$ cat src/rtl/otter_mem_arbiter.sv
// otter_mem_arbiter: shares one single-port memory between the OTTER fetch (IF)
// and memory (MEM) stages. Data accesses win over fetches, one transaction is
// in flight at a time, and a watchdog frees the port if memory never answers.
module otter_mem_arbiter #(
   parameter int unsigned TIMEOUT_CYCLES = 64,
   parameter int unsigned TO_CNT_W       = 7,
   localparam int unsigned XLEN          = 32,
   localparam int unsigned SIZE_W        = 2
) (
   input  logic              CLK,
   input  logic              RST,
   input  logic              if_req,
   input  logic [XLEN-1:0]   if_addr,
   output logic [XLEN-1:0]   if_rdata,
   output logic              if_valid,
   input  logic              d_read,
   input  logic              d_write,
   input  logic [XLEN-1:0]   d_addr,
   input  logic [XLEN-1:0]   d_wdata,
   input  logic [SIZE_W-1:0] d_size,
   output logic [XLEN-1:0]   d_rdata,
   output logic              d_valid,
   output logic              mem_req,
   output logic              mem_we,
   output logic [XLEN-1:0]   mem_addr,
   output logic [XLEN-1:0]   mem_wdata,
   output logic [SIZE_W-1:0] mem_size,
   input  logic [XLEN-1:0]   mem_rdata,
   input  logic              mem_ready,
   output logic              stall_if,
   output logic              stall_mem,
   output logic              err_timeout
);

   localparam logic [SIZE_W-1:0] SIZE_WORD = SIZE_W'(2);

   typedef enum logic [1:0] {
      IDLE   = 2'd0,
      BUSY_I = 2'd1,
      BUSY_D = 2'd2
   } state_t;

   state_t              state_q, state_d;
   logic                mem_req_d, mem_we_d, err_d;
   logic [XLEN-1:0]     mem_addr_d, mem_wdata_d;
   logic [SIZE_W-1:0]   mem_size_d;
   logic [TO_CNT_W-1:0] to_cnt_q, to_cnt_d;
   logic                to_hit;
   logic                d_pending;

   assign d_pending = d_read | d_write;

   // Watchdog fires on the last allowed busy cycle; a zero limit disables it
   assign to_hit = (TIMEOUT_CYCLES != 0) &&
                   (to_cnt_q == TO_CNT_W'(TIMEOUT_CYCLES - 1));

   // Stalls are released in the same cycle as the requester's completion strobe
   assign stall_if  = if_req && !if_valid;
   assign stall_mem = d_pending && !d_valid;

   // Next-state, latched request fields and completion strobes
   always_comb begin
      state_d     = state_q;
      mem_req_d   = mem_req;
      mem_we_d    = mem_we;
      mem_addr_d  = mem_addr;
      mem_wdata_d = mem_wdata;
      mem_size_d  = mem_size;
      to_cnt_d    = to_cnt_q;
      err_d       = err_timeout;
      if_valid    = 1'b0;
      if_rdata    = '0;
      d_valid     = 1'b0;
      d_rdata     = '0;

      unique case (state_q)
         IDLE: begin
            if (d_pending) begin
               state_d     = BUSY_D;
               mem_req_d   = 1'b1;
               mem_we_d    = d_write;
               mem_addr_d  = d_addr;
               mem_wdata_d = d_wdata;
               mem_size_d  = d_size;
               to_cnt_d    = '0;
            end else if (if_req) begin
               state_d     = BUSY_I;
               mem_req_d   = 1'b1;
               mem_we_d    = 1'b0;
               mem_addr_d  = if_addr;
               mem_wdata_d = '0;
               mem_size_d  = SIZE_WORD;
               to_cnt_d    = '0;
            end
         end

         BUSY_I, BUSY_D: begin
            if (mem_ready || to_hit) begin
               // A real answer in the watchdog cycle still counts as a normal completion
               state_d   = IDLE;
               mem_req_d = 1'b0;
               if (!mem_ready) begin
                  err_d = 1'b1;
               end
               if (state_q == BUSY_D) begin
                  d_valid = 1'b1;
                  d_rdata = mem_ready ? mem_rdata : '0;
               end else begin
                  if_valid = 1'b1;
                  if_rdata = mem_ready ? mem_rdata : '0;
               end
            end else begin
               to_cnt_d = to_cnt_q + TO_CNT_W'(1);
            end
         end

         default: begin
            state_d   = IDLE;
            mem_req_d = 1'b0;
         end
      endcase
   end

   // State and request-field registers with synchronous reset
   always_ff @(posedge CLK) begin
      if (RST) begin
         state_q     <= IDLE;
         mem_req     <= 1'b0;
         mem_we      <= 1'b0;
         mem_addr    <= '0;
         mem_wdata   <= '0;
         mem_size    <= '0;
         to_cnt_q    <= '0;
         err_timeout <= 1'b0;
      end else begin
         state_q     <= state_d;
         mem_req     <= mem_req_d;
         mem_we      <= mem_we_d;
         mem_addr    <= mem_addr_d;
         mem_wdata   <= mem_wdata_d;
         mem_size    <= mem_size_d;
         to_cnt_q    <= to_cnt_d;
         err_timeout <= err_d;
      end
   end

endmodule

$ cat config.mk
export PLATFORM = sky130hd
export DESIGN_NAME = otter_mem_arbiter
export DESIGN_NICKNAME = d
export VERILOG_FILES = /design/src/rtl/otter_mem_arbiter.sv
export SDC_FILE = /design/constraint.sdc
export NUM_CORES = 1
export LEC_CHECK = 0
export ABC_CLOCK_PERIOD_IN_PS = 1600
export CAP_MARGIN = 20
export CORE_UTILIZATION = 32
export DETAILED_ROUTE_END_ITERATION = 10
export GPL_TIMING_DRIVEN = 0
export HOLD_SLACK_MARGIN = 0.12
export MAX_ROUTING_LAYER = met4
export PLACE_DENSITY = 0.78
export SYNTH_ARGS = -nofsm -noshare
export SYNTH_HDL_FRONTEND = slang
export SYNTH_SLANG_ARGS = --single-unit
$ cat constraint.sdc
create_clock -name CLK -period 1.6 [get_ports CLK]
set_input_delay 0.16 -clock CLK [delete_from_list [all_inputs] [get_ports CLK]]
set_output_delay 0.16 -clock CLK [all_outputs]
set_load 0.01 [all_outputs]
==> flow_summary.toml, run 1 <==
[setup_path]
cp.arrival_ps = 2070
max_stage_delay_ps = 370
cp_common_cell = "buf_6"
critPathMaxFanout = 5
worst_path_max_delay_cell = "dfxtp_4"
crit_buf_inv = 3
cp-end-kind = "flop"
worstSetupPathType = "reg2reg"
critPathLaunchType = "flop"
path_cells = "inv_2, ha_4, buf_6, nor2b_4, o21ai_4, buf_6, a221oi_2, o32ai_2"
cp.required_ps = 1810
cp_top_family = "compound AO/OA/AOI/OAI gates"

[drt]
firstDrtPassIters = 5
drc = 0
drt-initial-drc-count = 420
finalWirelength_mm = 17.26
vias = 4905
wire_per_inst_um = 18.30
drtAntennaViolNets = 0
via_per_inst = 5.201

[pwr]
total_power_mw = 7.761
peakVddDrop_mv = 0.5998
leakage_nw = 3.116
powerDensity_mw_per_mm2 = 948.6

[floorplanning]
die_h_um = 110.9
rows = 39
die_area_mm2 = 0.01231
start_util_pct = 33.12
ios = 273
core_mm2 = 0.01147
die_w_um = 110.9

[yosys]
syn_inst = 488
ys_ff_latch = 78
syn_nets = 627
synthFlopType = "dfxtp_1"
synth_warnings = 0
ys_seq_area_share_pct = 41.12
syn_area_per_cell_um2 = 7.782
synth_area_mm2 = 0.003797
synthArstFlopShare_pct = 0
synth-edff-count = 0
synth_cell_type_count = 32

[cts]
cts_max_path_buffers = 2
postCtsHoldBufs = 0
clk_pin_slew_worst_paths_ps = 60
insertion_delay_ps = 330
cts.sinks = 78
cts_buffers = 9
htreeDepth = 3
tritoncts = "done"
ctsRootBufferMaster = "clkbuf_16"

[place]
dp_hpwl_mm = 11.10
place.gp.congestion = 0.9346
dpl.cell_count = 901
io_buffers = 270

[timing]
final-hold-violation-count = 0
tightest_slew_ps = 739.8
min_period_over_period_pct = 116.3
fin_hold_ws_ps = 344.3
max_freq_mhz = 537.6
setup_slack_ps = -260.2
fin_crit_ps = 1860
final-max-slew-violation-count = 0
final-setup-viol-count = 78
rsz0062_at_grt = "true"
finClkSkew_ps = 7.898
relSlewSlack_pct = 50.68

[grt]
first_global_vias = 4660
grt_max_degree = 14
grt_pass1_wl_mm = 23.67
grt_use_total_pct = 24.33
antenna_found_initial = 0
overflow = 0

[cells_and_area]
fin_cells = 943
area_growth_pct = 115.5
nNetsFinal = 935
drive_gt1_share_pct = 33.50
seq_area_mm2 = 0.001574
antennaDiodeCount = 0
fillers = 836
multi_input_area_mm2 = 0.002698

[job]
maxCapViolations = 0

[outcome]
status = "complete, but fails checks"
violations = "negative setup slack"

[hold_path]
hp-class = "in2reg"
## flip-flops by register name (all words and copies together), names as in the netlist
register     count
mem_addr        32
mem_wdata       32
to_cnt_q         7
mem_size         2
state_q          2
err_timeout      1
mem_req          1
mem_we           1
## power by group
part | switching [mW] | internal (mW) | total, mW
clock network | 0.815 | 1.36 | 2.17
registers | 0.139 | 2.18 | 2.32
logic | 1.56 | 1.70 | 3.27
## layer usage
layer | wire length (µm) | global-route usage [%] | vias up
li1 | - | - | 2277
met1 | 6957 | 28.36 | 2339
met2 | 8837 | 42.07 | 240
met3 | 954 | 4.757 | 49
met4 | 506 | 7.556 | 0
met5 | 0 | - | -
## placed cells by master (no fill, tap or decap), types with 3 or more instances in the layout
cell type        synthesis  routed
nand2b_1                 8       6
and2_1                   3       3
clkdlybuf4s50_1          0     199
dfxtp_1                 78      74
dfxtp_4                  0       3
clkbuf_16                0      15
nand3_1                  4       3
dlygate4sd2_1            0       3
clkbuf_2                 0       4
a22oi_1                 33      32
a21oi_4                  0       3
a311oi_2                30      30
nor2_1                 138      74
inv_1                    5       3
nor2_2                   0       4
nor2_4                   0      60
nand2_1                106     103
a221oi_2                 0       3
buf_8                    0       3
clkbuf_1                23      14
buf_4                    0      15
ha_4                     0       3
buf_2                   12      15
buf_12                   0       3
buf_6                    5      76
## layout make-up
type	instances	share of cell area, %
clock buffers	9	2.753
repair buffers	298	37.51
plain buffers	41	4.007
multi-input cells	363	32.97
inverters	5	0.2600
flip-flops and latches	78	19.24
clock inverters	6	1.070
well taps	143	2.187
## final timing paths
kind / slack [ps] / endpoint / cells after the start / start
setup / recovery: -260 / to_cnt_q[4] / 8 / state_q[1]
setup reg to reg: -260 / to_cnt_q[4] / 8 / state_q[1]
hold reg to reg: 470 / mem_we / 2 / mem_we
hold / removal: 340 / mem_we / 3 / d_write
## through the flow
stage / instance area (µm²) / utilization (%) / setup TNS, ps / setup slack (ps)
6_report: 8182 / 71.35 / -12260 / -260.2
5_1_grt: 8182 / 71.35 / -15730 / -313.4
4_1_cts: 7083 / 61.77 / -7813 / -184.8
3_5_place_dp: 6701 / 58.44 / -60040 / -713.1
3_3_place_gp: 6701 / 58.44 / -54690 / -685.8
2_1_floorplan: 3820 / - / 0 / 6.195
## worst register-to-register path, cell delays in order, from the launching register on
cell,delay (ps)
dfxtp_4,370
inv_2,50
ha_4,340
buf_6,130
nor2b_4,210
o21ai_4,110
buf_6,150
a221oi_2,280
o32ai_2,100
## cell usage after synthesis (2+ instances only)
cell      instances  area share, %
a221oi_1          3           0.69
o21a_1            3           0.59
a22oi_1          33            6.5
buf_6             5            1.5
and2_1            3           0.49
a311oi_2         30             12
nor3_1            2           0.26
dfxtp_1          78             41
a211oi_1          2           0.40
a21oi_1           7           0.92
clkbuf_1         23            2.3
inv_1             5           0.49
nand2_1         106             10
buf_2            12            1.6
nand2b_1          8            1.3
ha_1              3           0.99
nand3_1           4           0.53
buf_1             3           0.30
a31oi_1           2           0.33
o21ai_0           3           0.40
nand3b_1          2           0.40
o32ai_1           3           0.69
nor2_1          138             14
a311oi_1          2           0.46
## logic make-up after synthesis
kind of cell               count (synthesis)  share of synthesized area [%]
DFF                                       78                          41.12
AOI/OAI and AO/OA                         90                          23.23
adders and majority gates                  3                         0.9886
and+or+nand+nor                          269                          28.53
buffers and inverters                     48                          6.128
## repair_timing
item                       4_1_cts  5_1_grt
gates resized for setup        358      204
gates cloned                     2        6
setup buffers                   13        8
pin swaps                        6       48
setup endpoints to repair      133       85
hold endpoints to repair         0        0
(Power assumes the default switching activity.)
==> run 2, diff against run 1 <==
==> config.mk (replaced) <==
export PLATFORM = sky130hd
export DESIGN_NAME = otter_mem_arbiter
export DESIGN_NICKNAME = d
export VERILOG_FILES = /design/src/rtl/otter_mem_arbiter.sv
export SDC_FILE = /design/constraint.sdc
export NUM_CORES = 1
export LEC_CHECK = 0
export ABC_AREA = 1
export ABC_CLOCK_PERIOD_IN_PS = 2000
export CAP_MARGIN = 20
export CORE_UTILIZATION = 34
export DETAILED_ROUTE_END_ITERATION = 10
export GPL_TIMING_DRIVEN = 0
export HOLD_SLACK_MARGIN = 0.12
export MAX_ROUTING_LAYER = met4
export PLACE_DENSITY = 0.81
export SYNTH_ARGS = -nofsm -noshare
export SYNTH_HDL_FRONTEND = slang
export SYNTH_SLANG_ARGS = --single-unit
==> constraint.sdc (replaced) <==
create_clock -name CLK -period 2 [get_ports CLK]
set_input_delay 0.4 -clock CLK [delete_from_list [all_inputs] [get_ports CLK]]
set_output_delay 0.4 -clock CLK [all_outputs]
set_load 0.01 [all_outputs]
==> flow_summary.toml, run 2 <==
[outcome]
status = "complete, but fails checks"
violations = "negative setup slack"

[yosys]
synth_top_area_share_pct = 42.74
synthFlopType = "dfxtp_1"
syn_inst = 545
synth_area_mm2 = 0.003654
synthTopCellsByCount = "nand2_1 (187), nor2_1 (82), dfxtp_1 (78)"
syn_area_per_cell_um2 = 6.704
synth_cell_type_count = 26
ys_ff_latch = 78
synth-edff-count = 0
yosysMostFrequentCell = "nand2_1"
syn_nets = 684
ys_seq_area_share_pct = 42.74
synthTopCellsByArea = "dfxtp_1 (43%), nand2_1 (19%), nor2_1 (8.4%), a21oi_1 (5.6%), a31oi_1 (5.5%)"
synthArstFlopShare_pct = 0
synth_warnings = 0
synth_top_area_cell = "dfxtp_1"

[floorplanning]
ios = 273
start_util_pct = 35.23
core_mm2 = 0.01037
die_area_mm2 = 0.01116
die_h_um = 105.7
die_w_um = 105.7
rows = 37

[setup_path]
critPathLaunchType = "flop"
cp.required_ps = 1600
critPathMaxFanout = 10
rr_endpoint = "to_cnt_q[1]"
reg2reg_slack_ps = 190
cp-end-kind = "output port"
reg2reg_depth = 11
cp.arrival_ps = 1740
regToRegStartpoint = "state_q[0]"
worstSetupPathType = "reg2out"

[timing]
min_period_over_period_pct = 107.0
relSlewSlack_pct = 70.27
setup_slack_ps = -139.1
final-hold-violation-count = 0
tightest_slew_ps = 445.9
max_freq_mhz = 467.5
rsz0062_at_grt = "true"
finClkSkew_ps = 7.028
fin_crit_ps = 2139
final-setup-viol-count = 64
final-max-slew-violation-count = 0
fin_hold_ws_ps = 462.7

[drt]
drc = 0
wire_per_inst_um = 15.02
vias = 4831
drt-initial-drc-count = 263
firstDrtPassIters = 4
finalWirelength_mm = 14.81
drtAntennaViolNets = 0
via_per_inst = 4.900

[cts]
ctsRootBufferMaster = "clkbuf_8"
clk_pin_slew_worst_paths_ps = 80
htreeDepth = 3
cts_buffers = 9
tritoncts = "done"
cts_max_path_buffers = 2
cts.sinks = 78
insertion_delay_ps = 350
postCtsHoldBufs = 0

[place]
pre_cts_slack_ps = -553.4
dp_hpwl_mm = 11.19
place.gp.congestion = 0.9752
io_buffers = 270

[grt]
antenna_found_initial = 0
grt_pass1_wl_mm = 22.22
grt_max_degree = 20
grt_use_total_pct = 25.67
first_global_vias = 4780
overflow = 0

[cells_and_area]
final_cell_mix = "clkdlybuf4s50_1 (202), nand2_1 (186), dfxtp_1 (73)"
area_growth_pct = 92.33
utilization_pct = 67.76
antennaDiodeCount = 0
reg_top3 = "mem_addr x32, mem_wdata x32, to_cnt_q x7"
mostFrequentLayoutCell = "clkdlybuf4s50_1"
drive_gt1_share_pct = 23.76
nNetsFinal = 984

[pwr]
peakVddDrop_mv = 0.5639
leakage_nw = 2.936
intPower_mw = 3.375
comb_power_share_pct = 36.6
p_sw_share_pct = 31.12
powerDensity_mw_per_mm2 = 697.3
p_clk_share_pct = 26.0
p_sw_mw = 1.525
power_frac_seq_pct = 37.4

[hold_path]
holdPathStages = 2
holdPathEnd = "mem_wdata[27]"
hold_start = "mem_wdata[27]"
hp-class = "reg2reg"

[job]
maxCapViolations = 0
[run 2: worst max path at each step]
stage / startpoint / endpoint / slack, ps / depth (start not counted)
after floorplan: state_q[0] / if_rdata[10] / 200 / 7
after global placement: state_q[0] / if_rdata[29] / -550 / 8
after detailed placement: state_q[0] / if_rdata[21] / -550 / 8
after CTS: state_q[1] / if_rdata[30] / -130 / 9
after global routing: state_q[0] / stall_if / -200 / 9
final: state_q[0] / if_rdata[19] / -140 / 8
[run 2: power groups by stage]
stage / sequential [mW] / combinational [mW] / clock (mW)
3_5_place_dp: 1.86 / 1.58 / 0
5_1_grt: 1.85 / 1.94 / 1.36
3_3_place_gp: 1.85 / 1.56 / 0
6_report: 1.83 / 1.79 / 1.27
2_1_floorplan: 1.93 / 0.628 / 0
4_1_cts: 1.83 / 1.65 / 1.30
[run 2: worst max-delay path: stages (launching register included)]
cell	delay, ps
dfxtp_2	340
inv_2	50
ha_4	320
inv_8	40
nor2_4	120
clkinv_4	110
buf_6	160
nor2_1	110
buf_2	150
[run 2: final cells by class]
class | instances | area (µm²)
Buffer | 37 | 229.0
Multi-Input combinational cell | 409 | 2073
Timing Repair Buffer | 291 | 2678
Clock inverter | 2 | 37.54
Inverter | 19 | 83.83
Fill cell | 866 | 3343
Clock buffer | 14 | 182.7
Sequential cell | 78 | 1573
Tap cell | 136 | 170.2
[run 2: metal layers]
layer	up-vias	part of all wire, %	track usage [%]
li1	2361	-	-
met1	2171	37	25.74
met2	249	50	45.66
met3	50	7.8	6.988
met4	0	4.7	13.00
met5	-	0	-
[run 2: cell families (layout without fill, tap and decap cells)]
group	after synthesis	count (layout)	synth area share, %
simple gates	295	295	32.64
compound gates	111	111	16.68
flops	78	78	42.74
buf+inv	58	363	6.918
fa+ha+maj	3	3	1.028
[run 2: what timing repair did]
action | in CTS | in global routing
setup buffers | 8 | 9
setup endpoints to repair | 68 | 68
pin swaps | 2 | 18
resized for setup | 280 | 119
cloned | 1 | 3
[run 2: stage by stage]
stage | TNS (ps) | area (µm²) | std cells | total power [mW]
final | -4545 | 7027 | 986 | 4.900
after global routing | -8966 | 7027 | 986 | 5.149
after CTS | -3811 | 6774 | 975 | 4.786
after detailed placement | -26350 | 6526 | 951 | 3.445
after global placement | -26010 | 6526 | 951 | 3.411
after floorplan | 0 | 3654 | 545 | 2.557
